$ cat src/rtl/mic_fir_sequencer_if.sv
// Control bundle between the frame write side, the FIR frame sequencer and the MAC pipeline.
// Inputs to the sequencer: enable, end_write_data, clear_overrun.
// Outputs from the sequencer: tap/channel addressing, read/clear/write strobes, frame status.
interface mic_fir_sequencer_if #(
  parameter int CHANNELS_WIDTH = 3,
  parameter int FIR_TAP_ADDR   = 7
);
  logic                      enable;
  logic                      end_write_data;
  logic                      clear_overrun;
  logic [FIR_TAP_ADDR-1:0]   tap_count;
  logic [CHANNELS_WIDTH-1:0] channel_count;
  logic                      load_data_memory;
  logic                      reset_tap;
  logic                      write_data;
  logic [CHANNELS_WIDTH-1:0] out_channel;
  logic                      frame_done;
  logic                      busy;
  logic                      overrun;

  // Sequencer side
  modport master (
    input  enable, end_write_data, clear_overrun,
    output tap_count, channel_count, load_data_memory, reset_tap,
           write_data, out_channel, frame_done, busy, overrun
  );

  // Write side / datapath side
  modport slave (
    output enable, end_write_data, clear_overrun,
    input  tap_count, channel_count, load_data_memory, reset_tap,
           write_data, out_channel, frame_done, busy, overrun
  );
endinterface

$ cat src/rtl/mic_fir_sequencer.sv
// Purpose: walks every channel through every FIR tap after a CIC frame lands in data memory.
// Latency: start sampled at edge k drives tap 0 from edge k; frame = CHANNELS*FIR_TAP RUN + 1 DRAIN.
// Backpressure: none downstream; one extra frame request is queued, further requests set overrun.
// Ports: clk, resetn (sync, active-high), bus (master modport of mic_fir_sequencer_if).
module mic_fir_sequencer #(
  parameter int CHANNELS       = 8,
  parameter int CHANNELS_WIDTH = 3,
  parameter int FIR_TAP        = 128,
  parameter int FIR_TAP_ADDR   = 7
) (
  input logic                 clk,
  input logic                 resetn,
  mic_fir_sequencer_if.master bus
);

  typedef enum logic [1:0] {
    IDLE  = 2'd0,
    RUN   = 2'd1,
    DRAIN = 2'd2
  } state_t;

  localparam logic [FIR_TAP_ADDR-1:0]   TAP_LAST = FIR_TAP_ADDR'(FIR_TAP - 1);
  localparam logic [CHANNELS_WIDTH-1:0] CH_LAST  = CHANNELS_WIDTH'(CHANNELS - 1);

  state_t                    state, state_nxt;
  logic                      pending, pending_nxt;
  logic                      overrun_q, overrun_nxt;
  logic [FIR_TAP_ADDR-1:0]   tap_q, tap_nxt;
  logic [CHANNELS_WIDTH-1:0] ch_q, ch_nxt;
  logic [CHANNELS_WIDTH-1:0] out_ch_q, out_ch_nxt;
  logic                      load_q, load_nxt;
  logic                      rst_tap_q, rst_tap_nxt;
  logic                      wr_q, wr_nxt;
  logic                      done_q, done_nxt;
  logic                      busy_q, busy_nxt;
  logic                      start;
  logic                      drop;

  // A request with enable low never reaches the queue or the overrun flag.
  assign start = bus.end_write_data & bus.enable;

  always_comb begin
    state_nxt   = state;
    pending_nxt = pending;
    tap_nxt     = tap_q;
    ch_nxt      = ch_q;
    out_ch_nxt  = out_ch_q;
    load_nxt    = 1'b0;
    rst_tap_nxt = 1'b0;
    wr_nxt      = 1'b0;
    done_nxt    = 1'b0;
    drop        = 1'b0;

    case (state)
      IDLE: begin
        tap_nxt    = '0;
        ch_nxt     = '0;
        out_ch_nxt = '0;
        if (start) begin
          state_nxt   = RUN;
          load_nxt    = 1'b1;
          rst_tap_nxt = 1'b1;
        end
      end

      RUN: begin
        if (start) begin
          if (pending) drop = 1'b1;
          else         pending_nxt = 1'b1;
        end
        if (tap_q == TAP_LAST) begin
          if (ch_q == CH_LAST) begin
            // Last tap issued: counters hold, DRAIN flushes the final channel's result.
            state_nxt  = DRAIN;
            wr_nxt     = 1'b1;
            done_nxt   = 1'b1;
            out_ch_nxt = CH_LAST;
          end else begin
            // Channel boundary: the finished sum is written in the same cycle the
            // accumulator is cleared; the datapath staging orders the two.
            tap_nxt     = '0;
            ch_nxt      = ch_q + CHANNELS_WIDTH'(1);
            load_nxt    = 1'b1;
            rst_tap_nxt = 1'b1;
            wr_nxt      = 1'b1;
            out_ch_nxt  = ch_q;
          end
        end else begin
          tap_nxt  = tap_q + FIR_TAP_ADDR'(1);
          load_nxt = 1'b1;
        end
      end

      DRAIN: begin
        tap_nxt = '0;
        ch_nxt  = '0;
        if (pending || start) begin
          state_nxt   = RUN;
          pending_nxt = 1'b0;
          load_nxt    = 1'b1;
          rst_tap_nxt = 1'b1;
          // The queued request takes this launch; a fresh one arriving on top of it is lost.
          if (pending && start) drop = 1'b1;
        end else begin
          state_nxt  = IDLE;
          out_ch_nxt = '0;
        end
      end

      default: begin
        state_nxt   = IDLE;
        pending_nxt = 1'b0;
        tap_nxt     = '0;
        ch_nxt      = '0;
        out_ch_nxt  = '0;
      end
    endcase

    // A drop in the same cycle as a clear leaves the flag set.
    overrun_nxt = drop | (overrun_q & ~bus.clear_overrun);
    busy_nxt    = (state_nxt != IDLE);
  end

  always_ff @(posedge clk) begin
    if (resetn) begin
      state     <= IDLE;
      pending   <= 1'b0;
      overrun_q <= 1'b0;
      tap_q     <= '0;
      ch_q      <= '0;
      out_ch_q  <= '0;
      load_q    <= 1'b0;
      rst_tap_q <= 1'b0;
      wr_q      <= 1'b0;
      done_q    <= 1'b0;
      busy_q    <= 1'b0;
    end else begin
      state     <= state_nxt;
      pending   <= pending_nxt;
      overrun_q <= overrun_nxt;
      tap_q     <= tap_nxt;
      ch_q      <= ch_nxt;
      out_ch_q  <= out_ch_nxt;
      load_q    <= load_nxt;
      rst_tap_q <= rst_tap_nxt;
      wr_q      <= wr_nxt;
      done_q    <= done_nxt;
      busy_q    <= busy_nxt;
    end
  end

  assign bus.tap_count        = tap_q;
  assign bus.channel_count    = ch_q;
  assign bus.load_data_memory = load_q;
  assign bus.reset_tap        = rst_tap_q;
  assign bus.write_data       = wr_q;
  assign bus.out_channel      = out_ch_q;
  assign bus.frame_done       = done_q;
  assign bus.busy             = busy_q;
  assign bus.overrun          = overrun_q;

endmodule

$ cat src/flat_wrapper.sv
// flat-port wrapper written by rule: the top's interface ports become plain ports
module mic_fir_sequencer_flat 
#(
  parameter int CHANNELS       = 8,
  parameter int CHANNELS_WIDTH = 3,
  parameter int FIR_TAP        = 128,
  parameter int FIR_TAP_ADDR   = 7
)
  (clk, resetn, bus_enable, bus_end_write_data, bus_clear_overrun, bus_tap_count, bus_channel_count, bus_load_data_memory, bus_reset_tap, bus_write_data, bus_out_channel, bus_frame_done, bus_busy, bus_overrun);
  mic_fir_sequencer_if #(.CHANNELS_WIDTH(CHANNELS_WIDTH), .FIR_TAP_ADDR(FIR_TAP_ADDR)) bus_i ();
  input logic clk;
  input logic resetn;
  input wire logic [$bits(bus_i.enable)-1:0] bus_enable;
  input wire logic [$bits(bus_i.end_write_data)-1:0] bus_end_write_data;
  input wire logic [$bits(bus_i.clear_overrun)-1:0] bus_clear_overrun;
  output wire logic [$bits(bus_i.tap_count)-1:0] bus_tap_count;
  output wire logic [$bits(bus_i.channel_count)-1:0] bus_channel_count;
  output wire logic [$bits(bus_i.load_data_memory)-1:0] bus_load_data_memory;
  output wire logic [$bits(bus_i.reset_tap)-1:0] bus_reset_tap;
  output wire logic [$bits(bus_i.write_data)-1:0] bus_write_data;
  output wire logic [$bits(bus_i.out_channel)-1:0] bus_out_channel;
  output wire logic [$bits(bus_i.frame_done)-1:0] bus_frame_done;
  output wire logic [$bits(bus_i.busy)-1:0] bus_busy;
  output wire logic [$bits(bus_i.overrun)-1:0] bus_overrun;
  assign bus_i.enable = bus_enable;
  assign bus_i.end_write_data = bus_end_write_data;
  assign bus_i.clear_overrun = bus_clear_overrun;
  assign bus_tap_count = bus_i.tap_count;
  assign bus_channel_count = bus_i.channel_count;
  assign bus_load_data_memory = bus_i.load_data_memory;
  assign bus_reset_tap = bus_i.reset_tap;
  assign bus_write_data = bus_i.write_data;
  assign bus_out_channel = bus_i.out_channel;
  assign bus_frame_done = bus_i.frame_done;
  assign bus_busy = bus_i.busy;
  assign bus_overrun = bus_i.overrun;
  mic_fir_sequencer #(.CHANNELS(CHANNELS), .CHANNELS_WIDTH(CHANNELS_WIDTH), .FIR_TAP(FIR_TAP), .FIR_TAP_ADDR(FIR_TAP_ADDR)) u_core (.clk(clk), .resetn(resetn), .bus(bus_i));
endmodule
$ cat config.mk
export PLATFORM = sky130hd
export DESIGN_NAME = mic_fir_sequencer_flat
export DESIGN_NICKNAME = d
export VERILOG_FILES = /design/src/rtl/mic_fir_sequencer_if.sv /design/src/rtl/mic_fir_sequencer.sv /design/src/flat_wrapper.sv
export SDC_FILE = /design/constraint.sdc
export NUM_CORES = 1
export LEC_CHECK = 0
export CORE_UTILIZATION = 45
export CTS_CLUSTER_DIAMETER = 40
export CTS_CLUSTER_SIZE = 16
export DETAILED_ROUTE_END_ITERATION = 7
export PLACE_DENSITY_LB_ADDON = 0.2
export SLEW_MARGIN = 10
export SYNTH_ARGS = -nofsm -noshare
export SYNTH_HDL_FRONTEND = slang
export SYNTH_SLANG_ARGS = --single-unit
export TNS_END_PERCENT = 10
$ cat constraint.sdc
create_clock -name clk -period 3.9 [get_ports clk]
set_input_delay 0.78 -clock clk [delete_from_list [all_inputs] [get_ports clk]]
set_output_delay 0.78 -clock clk [all_outputs]
set_load 0.05 [all_outputs]
# == Yosys cells after proc, flatten, opt, wreduce, memory -nomap -nowiden ==
# Cells that the tools add are included.
# totals
regBits,22
out_inout_bits,19
wordCells,67
# op_classes
addsub,2
n_eq_ne,9
muxes,28
bitwise_logic,8
n_reduce_logical,9
# ops
operator,n
$mux W1,14
$mux W7,2
$mux W3,3
$pmux W1 S3,3
$add A7 B1 Y7 const B,1
$eq A7 B7 Y1 const B,1
$mux W2,3
$ne A2 B1 Y1 const B,3
$pmux W2 S3,1
$pmux W3 S2,1
$not A1 Y1,5
$ne A2 B2 Y1 const B,2
$reduce_and A2 Y1,2
$add A3 B1 Y3 const B,1
$eq A3 B3 Y1 const B,1
$reduce_and A3 Y1,1
$reduce_or A3 Y1,1
$and A1 B1 Y1,2
$eq A2 B1 Y1 const B,1
$eq A2 B2 Y1 const B,1
$logic_not A2 Y1,1
$pmux W1 S2,1
$reduce_bool A2 Y1,1
$reduce_or A2 Y1,1
3 further kinds,3

# == Logic depth before layout (Yosys ltp) ==
# Gate-level depths: netlist (run 1).
# logic_depth
ltp_word,6
mapped_depth,6

# == Worst setup path before layout (run 1) ==
# OpenSTA, ideal clock, no wires.
# synth_timing
kind,register to register
startpoint,"reg u_core.ch_q[0], in the netlist u_core.bus.channel_count[0]"
endpoint,"reg u_core.busy_q, in the netlist u_core.bus.busy"
setup_ns,0.120
arrival_time_ns,1.872
required_time_ns,3.780
setup_slack_ns,1.908
path_stages_with_launch,7
period_less_slack_ns,1.992
path_cell_list,dfxtp_1 ha_1 ha_1 and4_4 a21bo_1 a311oi_2 or2_1
# synth_via
elab_chain_len,5
# synth_lines
element,line_no,text
from (decl),mic_fir_sequencer.sv:29,"logic [CHANNELS_WIDTH-1:0] ch_q, ch_nxt;"
from (signal assigned),mic_fir_sequencer.sv:142,ch_q <= ch_nxt;
$eq A3 B3 Y1,mic_fir_sequencer.sv:72,if (ch_q == CH_LAST) begin
$mux W2,mic_fir_sequencer.sv:72,
$mux W2,mic_fir_sequencer.sv:71,if (tap_q == TAP_LAST) begin
$pmux W2 S3,mic_fir_sequencer.sv:54,case (state)
$reduce_bool A2 Y1,mic_fir_sequencer.sv:121,busy_nxt = (state_nxt != IDLE);
to (signal assigned),mic_fir_sequencer.sv:148,busy_q <= busy_nxt;
to (decl),mic_fir_sequencer.sv:35,"logic busy_q, busy_nxt;"
# Every way passes these cells.
# A chain may end at the register's enable or synchronous reset.

# == Final worst setup path (run 1) ==
# layout_timing
startpoint,"reg u_core.tap_q[4], in the netlist u_core.bus.tap_count[4]"
endpoint,out bus_tap_count[4]
# layout_lines
element,line_no,text
from (decl),mic_fir_sequencer.sv:28,"logic [FIR_TAP_ADDR-1:0] tap_q, tap_nxt;"
from (signal assigned),mic_fir_sequencer.sv:141,tap_q <= tap_nxt;
to (decl),flat_wrapper.sv:16,output wire logic [$bits(bus_i.tap_count)-1:0] bus_tap_count;
# No word-level cell between the ends.

==> results of run 1 <==
==> routing by layer <==
| metal | up-vias | GRT usage, % | share of wire (%) |
|---|---|---|---|
| li1 | 435 | - | - |
| met1 | 388 | 22.9 | 50 |
| met2 | 22 | 28.4 | 44 |
| met3 | 4 | 4.32 | 4.0 |
| met4 | 0 | 7.14 | 1.7 |
| met5 | - | 0 | 0 |
==> registers in the layout, indices dropped and copies added (netlist names) <==
register / count
u_core.bus.write_data: 1
u_core.bus.out_channel: 3
u_core.bus.load_data_memory: 1
u_core.state: 2
u_core.bus.busy: 1
u_core.bus.frame_done: 1
u_core.bus.reset_tap: 1
u_core.pending: 1
u_core.bus.tap_count: 7
u_core.bus.overrun: 1
u_core.bus.channel_count: 3
==> stage by stage <==
| stage | instances | instance area, um2 | setup slack (ps) | hold WS (ps) | utilization (%) |
|---|---|---|---|---|---|
| 5_1_grt | 157 | 1280 | 1400 | 520 | 62.9 |
| 4_1_cts | 157 | 1280 | 1470 | 485 | 62.9 |
| 3_5_place_dp | 153 | 1250 | 1660 | 468 | 61.2 |
| 3_3_place_gp | 153 | 1250 | 1720 | 463 | 61.2 |
| 2_1_floorplan | 108 | 1020 | 1910 | 468 | - |
| 6_report | 157 | 1280 | 1480 | 485 | 62.9 |
==> final cells by class <==
class                   instances  share of cell area (%)
inverters                       3                   0.876
flip-flops and latches         22                    34.3
repair buffers                 23                    17.9
well taps                      27                    2.63
multi-input cells              78                    41.5
clock buffers                   4                    2.82
==> tightest hold or removal path: cells and delay by family (launching register included) <==
family / cells / cell delay [ps]
flops: 1 / 330
simple gates: 1 / 60
compound gates: 1 / 60
==> cells in the mapped netlist, drive strengths merged, types with 2 or more instances <==
cell type,instances
a21boi,2
nor2,8
nand2,8
clkbuf,2
nand3,8
buf,2
nor3,3
or2,3
a211oi,2
inv,3
dfxtp,22
nand2b,4
and3,2
a31oi,6
ha,7
a311oi,2
a21oi,7
o32ai,2
o21ai,3
xnor2,3
==> power by group <==
part           internal [W]  switching [W]   total, W
logic             0.0000167      0.0000240  0.0000407
clock network     0.0000570      0.0000700   0.000127
registers          0.000229     0.00000238   0.000231
total              0.000302      0.0000964   0.000399
==> placed cells by master, fill, tap and decap left out, types with 2 or more instances in the layout <==
master / n
a21oi_1: 7
nand2b_1: 4
nand2_1: 8
inv_1: 3
o21ai_0: 3
xnor2_1: 3
o32ai_1: 2
a31oi_1: 6
a211oi_1: 2
nand3_1: 8
nor2_1: 8
clkdlybuf4s50_1: 23
nor3_1: 2
ha_1: 7
or2_1: 2
dfxtp_1: 22
clkbuf_4: 3
==> path summary, 6_finish.rpt <==
path	startpoint	to	slack, ps	depth (start not counted)
max	u_core.bus.tap_count[4]$_SDFFE_PP0P_	bus_tap_count[4]	1480	1
max reg2reg	u_core.bus.channel_count[0]$_SDFFE_PP0N_	u_core.bus.busy$_SDFF_PP0_	2160	6
min	u_core.bus.overrun$_SDFF_PP0_	u_core.bus.overrun$_SDFF_PP0_	490	2
min reg2reg	u_core.bus.overrun$_SDFF_PP0_	u_core.bus.overrun$_SDFF_PP0_	490	2
==> cell families (layout without fill, tap and decap cells) <==
| kind of cell | after synthesis | in the layout | synth area share, % |
|---|---|---|---|
| AOI/OAI and AO/OA | 29 | 29 | 20.2 |
| xor gates and xnor gates | 3 | 3 | 2.58 |
| adders and majority gates | 7 | 7 | 8.59 |
| buffers and inverters | 8 | 30 | 4.54 |
| DFF | 22 | 22 | 43.2 |
| and+or+nand+nor | 39 | 39 | 20.9 |
==> flow_metrics.tcl, run 1 <==
set metrics [dict create \
    wl_per_cell_um 12.4 \
    synth_nets 120 \
    tns_ps 0 \
    worst_pin_slew_ps 503 \
    ys.warnings.count 0 \
    p_total_w 0.000399 \
    worst-path-buf-inv 1 \
    detail_route.iter0.violations 14 \
    cts_setup_buffers 0 \
    final_antenna_net_count 0 \
    ir_drop_v 0.000264 \
    cts_buffers 3 \
    vias 849 \
    multiInputGateArea_um2 533 \
    post_cts_resized 0 \
    critPathArrivalTime_ps 1640 \
    synth_area_leaders "dfxtp_1, ha_1, nand3_1" \
    start_util_pct 49.9 \
    final_nets 143 \
    nFillCells 180 \
    hold_path.class "flop to flop" \
    syn_area_per_cell_um2 9.44 \
    ctsHtreeMaxLevel 1 \
    finalMaxSlewViolations 0 \
    die_h_um 49.6 \
    synth_seq_cells 22 \
    antenna_found_initial 0 \
    hpwl_um 1430 \
    grtUsageTotal_pct 17.8 \
    cp_cell_sequence "clkdlybuf4s50_1" \
    port_buffers 23 \
    crit_path_max_incr_delay_ps 850 \
    p_leak_nw 0.462 \
    syn_to_final_growth_pct 26.0 \
    setup_viol 0 \
    place.gp.congestion 0.820 \
    startpoint_type "flop" \
    timing.final.crit_share_pct 62.1 \
    hold_viol 0 \
    rows 16 \
    synth-main-ff-cell "dfxtp_1" \
    drv_cap 0 \
    cp_max_fo 7 \
    max_slew_margin_pct 66.4 \
    critical-path-top-delay-family "buffers and inverters" \
    critical_path_class "flop to primary output" \
    cp.required_ps 3120 \
    viasPerCell 5.41 \
    ys_seq_area_share_pct 43.2 \
    first_global_vias 772 \
    die_area_um2 2460 \
    drc 0 \
    cts_max_path_buffers 2 \
    cts_num_sinks 22 \
    end_kind "primary output" \
    regArea_um2 440 \
    cts_tree "done" \
    clkSlewWorstSetupHoldPaths_ps 130 \
    grt_pass1_wl_um 3330 \
    outcome "complete, no violations" \
    diodes 0 \
    fmax_mhz 413 \
    synthCells 108 \
    grt_max_degree 13 \
    crit_slowest_cell "clkdlybuf4s50_1" \
    root_buffer "clkbuf_4" \
    power_density_nw_per_um2 310 \
    wl_um 1950 \
    finClkSkew_ps 5.58 \
    io_pins 24 \
    drive_gt1_share_pct 9.23 \
    ctsHoldBuffers 0 \
    ys_types 35 \
    synth-edff-count 0 \
    overflow 0 \
    clock_latency_ps 310 \
    coreArea_um2 2040 \
    dr.pass1.iters 4 \
    dieWidth_um 49.6 \
    yosys.area.top_type "dfxtp_1" \
    synthArstFlopShare_pct 0 \
    rsz0062_at_grt "false" \
    period_needed_ps 2420 \
    synth_area_um2 1020 \
    yosysTopAreaCellShare_pct 43.2 \
]
(Power assumes the default switching activity.)
==> run 2, diff against run 1 <==
--- a/config.mk
+++ b/config.mk
@@ -5,7 +5,7 @@
 export SDC_FILE = /design/constraint.sdc
 export NUM_CORES = 1
 export LEC_CHECK = 0
-export CORE_UTILIZATION = 45
+export CORE_UTILIZATION = 43
 export CTS_CLUSTER_DIAMETER = 40
 export CTS_CLUSTER_SIZE = 16
 export DETAILED_ROUTE_END_ITERATION = 7
==> constraint.sdc (replaced) <==
create_clock -name clk -period 2.09 [get_ports clk]
set_input_delay 0.418 -clock clk [delete_from_list [all_inputs] [get_ports clk]]
set_output_delay 0.418 -clock clk [all_outputs]
set_load 0.05 [all_outputs]
==> run 2 against run 1 <==
Against the previous run: non-clock buffer count rose by 1; cell count rose by 1.3%; largest cell class unchanged; global-route usage is 0.22 points lower; combinational power rose by 94%.
==> flow_metrics.tcl, run 2 (synthesis results as in run 1) <==
set metrics [dict create \
    critPathArrivalTime_ps 1590 \
    clock_latency_ps 300 \
    rows 17 \
    crit_path_max_incr_delay_ps 840 \
    timing.final.crit_share_pct 95.8 \
    final_antenna_net_count 0 \
    cp.required_ps 1670 \
    power_density_nw_per_um2 573 \
    port_buffers 23 \
    largest_reg_flops 7 \
    diodes 0 \
    regArea_um2 440 \
    ir_drop_v 0.000420 \
    dr.pass1.iters 5 \
    place.gp.congestion 0.842 \
    first_global_vias 830 \
    syn_to_final_growth_pct 27.1 \
    drive_gt1_share_pct 9.92 \
    p_leak_nw 0.485 \
    cts_buffers 3 \
    cts_tree "done" \
    tns_ps 0 \
    end_kind "primary output" \
    period_needed_ps 2000 \
    root_buffer "clkbuf_4" \
    clkSlewWorstSetupHoldPaths_ps 120 \
    layout_common_cells "clkdlybuf4s50_1, dfxtp_1, nand2_1, nand3_1, nor2_1" \
    finalMaxSlewViolations 0 \
    hpwl_um 1580 \
    cts_max_path_buffers 2 \
    placed_cells 155 \
    worst_pin_slew_ps 499 \
    hold_viol 0 \
    rsz0062_at_grt "false" \
    finClkSkew_ps 3.40 \
    nFillCells 207 \
    antenna_found_initial 0 \
    overflow 0 \
    grtUsageTotal_pct 17.6 \
    outcome "complete, no violations" \
    startpoint_type "flop" \
    die_h_um 50.7 \
    multiInputGateArea_um2 533 \
    hold_path.class "flop to flop" \
    final_cells 159 \
    crit_slowest_cell "clkdlybuf4s50_1" \
    drv_cap 0 \
    final_nets 144 \
    coreArea_um2 2230 \
    max_slew_margin_pct 66.6 \
    cp_cell_sequence "clkdlybuf4s50_1" \
    viasPerCell 5.37 \
    setup_viol 0 \
    critical-path-top-delay-family "buffers and inverters" \
    start_util_pct 45.7 \
    io_pins 24 \
    wl_um 2050 \
    worst-path-buf-inv 1 \
    fmax_mhz 499 \
    ctsHtreeMaxLevel 1 \
    wl_per_cell_um 12.9 \
    cts_num_sinks 22 \
    grt_pass1_wl_um 3460 \
    rrSetupSlack_ps 320 \
    vias 854 \
    critical_path_class "flop to primary output" \
    drc 0 \
    detail_route.iter0.violations 12 \
    grt_max_degree 13 \
    dieWidth_um 50.7 \
    die_area_um2 2570 \
    cp_max_fo 6 \
]
-- run 2: cell count changes in the layout (fill, tap and decap cells not counted), sizes merged --
cell and delta:
buf +1, clkdlybuf4s50 -1, dlymetal6s2s +1
-- run 2: report_power, final --
| group | leakage [nW] | switching (W) | internal (W) | total [W] |
|---|---|---|---|---|
| logic | 0.286 | 0.0000464 | 0.0000324 | 0.0000788 |
| registers | 0.178 | 0.00000448 | 0.000426 | 0.000431 |
| clock network | 0.0210 | 0.000127 | 0.000106 | 0.000233 |
-- run 2: per-stage QoR --
stage / instance area, um2 / hold WS (ps) / util (%) / setup WS, ps / total power (W)
after floorplan: 1020 / 468 / - / 98.3 / 0.000493
after global placement: 1260 / 457 / 56.3 / 268 / 0.000516
after detailed placement: 1260 / 466 / 56.3 / 204 / 0.000519
after CTS: 1290 / 484 / 57.9 / 45.1 / 0.000748
after global routing: 1300 / 498 / 58.0 / 27.6 / 0.000771
final: 1300 / 477 / 58.0 / 87.0 / 0.000743
-- run 2: layout make-up --
cell class              instances  area share, %
well taps                      28           2.70
repair buffers                 24           18.5
flip-flops and latches         22           34.0
multi-input cells              78           41.1
inverters                       3          0.869
clock buffers                   4           2.80
-- run 2: what timing repair did --
item                                    in CTS  in global routing
hold buffers                                 0                  0
gates resized for setup                      0                  1
setup buffers                                0                  0
endpoints found under the setup margin       0                  1
-- run 2: metal layers --
| layer | GRT usage (%) | wire length [um] | up-vias |
|---|---|---|---|
| li1 | - | - | 437 |
| met1 | 22.0 | 974 | 396 |
| met2 | 29.8 | 980 | 19 |
| met3 | 3.33 | 80 | 2 |
| met4 | 6.48 | 16 | 0 |
| met5 | 0 | 0 | - |
-- run 2: final timing paths --
| path | startpoint | endpoint | cells after the start |
|---|---|---|---|
| setup / recovery | u_core.bus.tap_count[3]$_SDFFE_PP0P_ | bus_tap_count[3] | 1 |
| hold / removal | u_core.bus.overrun$_SDFF_PP0_ | u_core.bus.overrun$_SDFF_PP0_ | 2 |
| setup reg to reg | u_core.bus.channel_count[0]$_SDFFE_PP0N_ | u_core.bus.busy$_SDFF_PP0_ | 6 |
| hold reg to reg | u_core.bus.overrun$_SDFF_PP0_ | u_core.bus.overrun$_SDFF_PP0_ | 2 |
-- run 2: worst min-delay path, delay by kind of cell, from the launching register on --
family / cells / cell delay (ps)
compound gates: 1 / 60
flops: 1 / 330
simple gates: 1 / 60
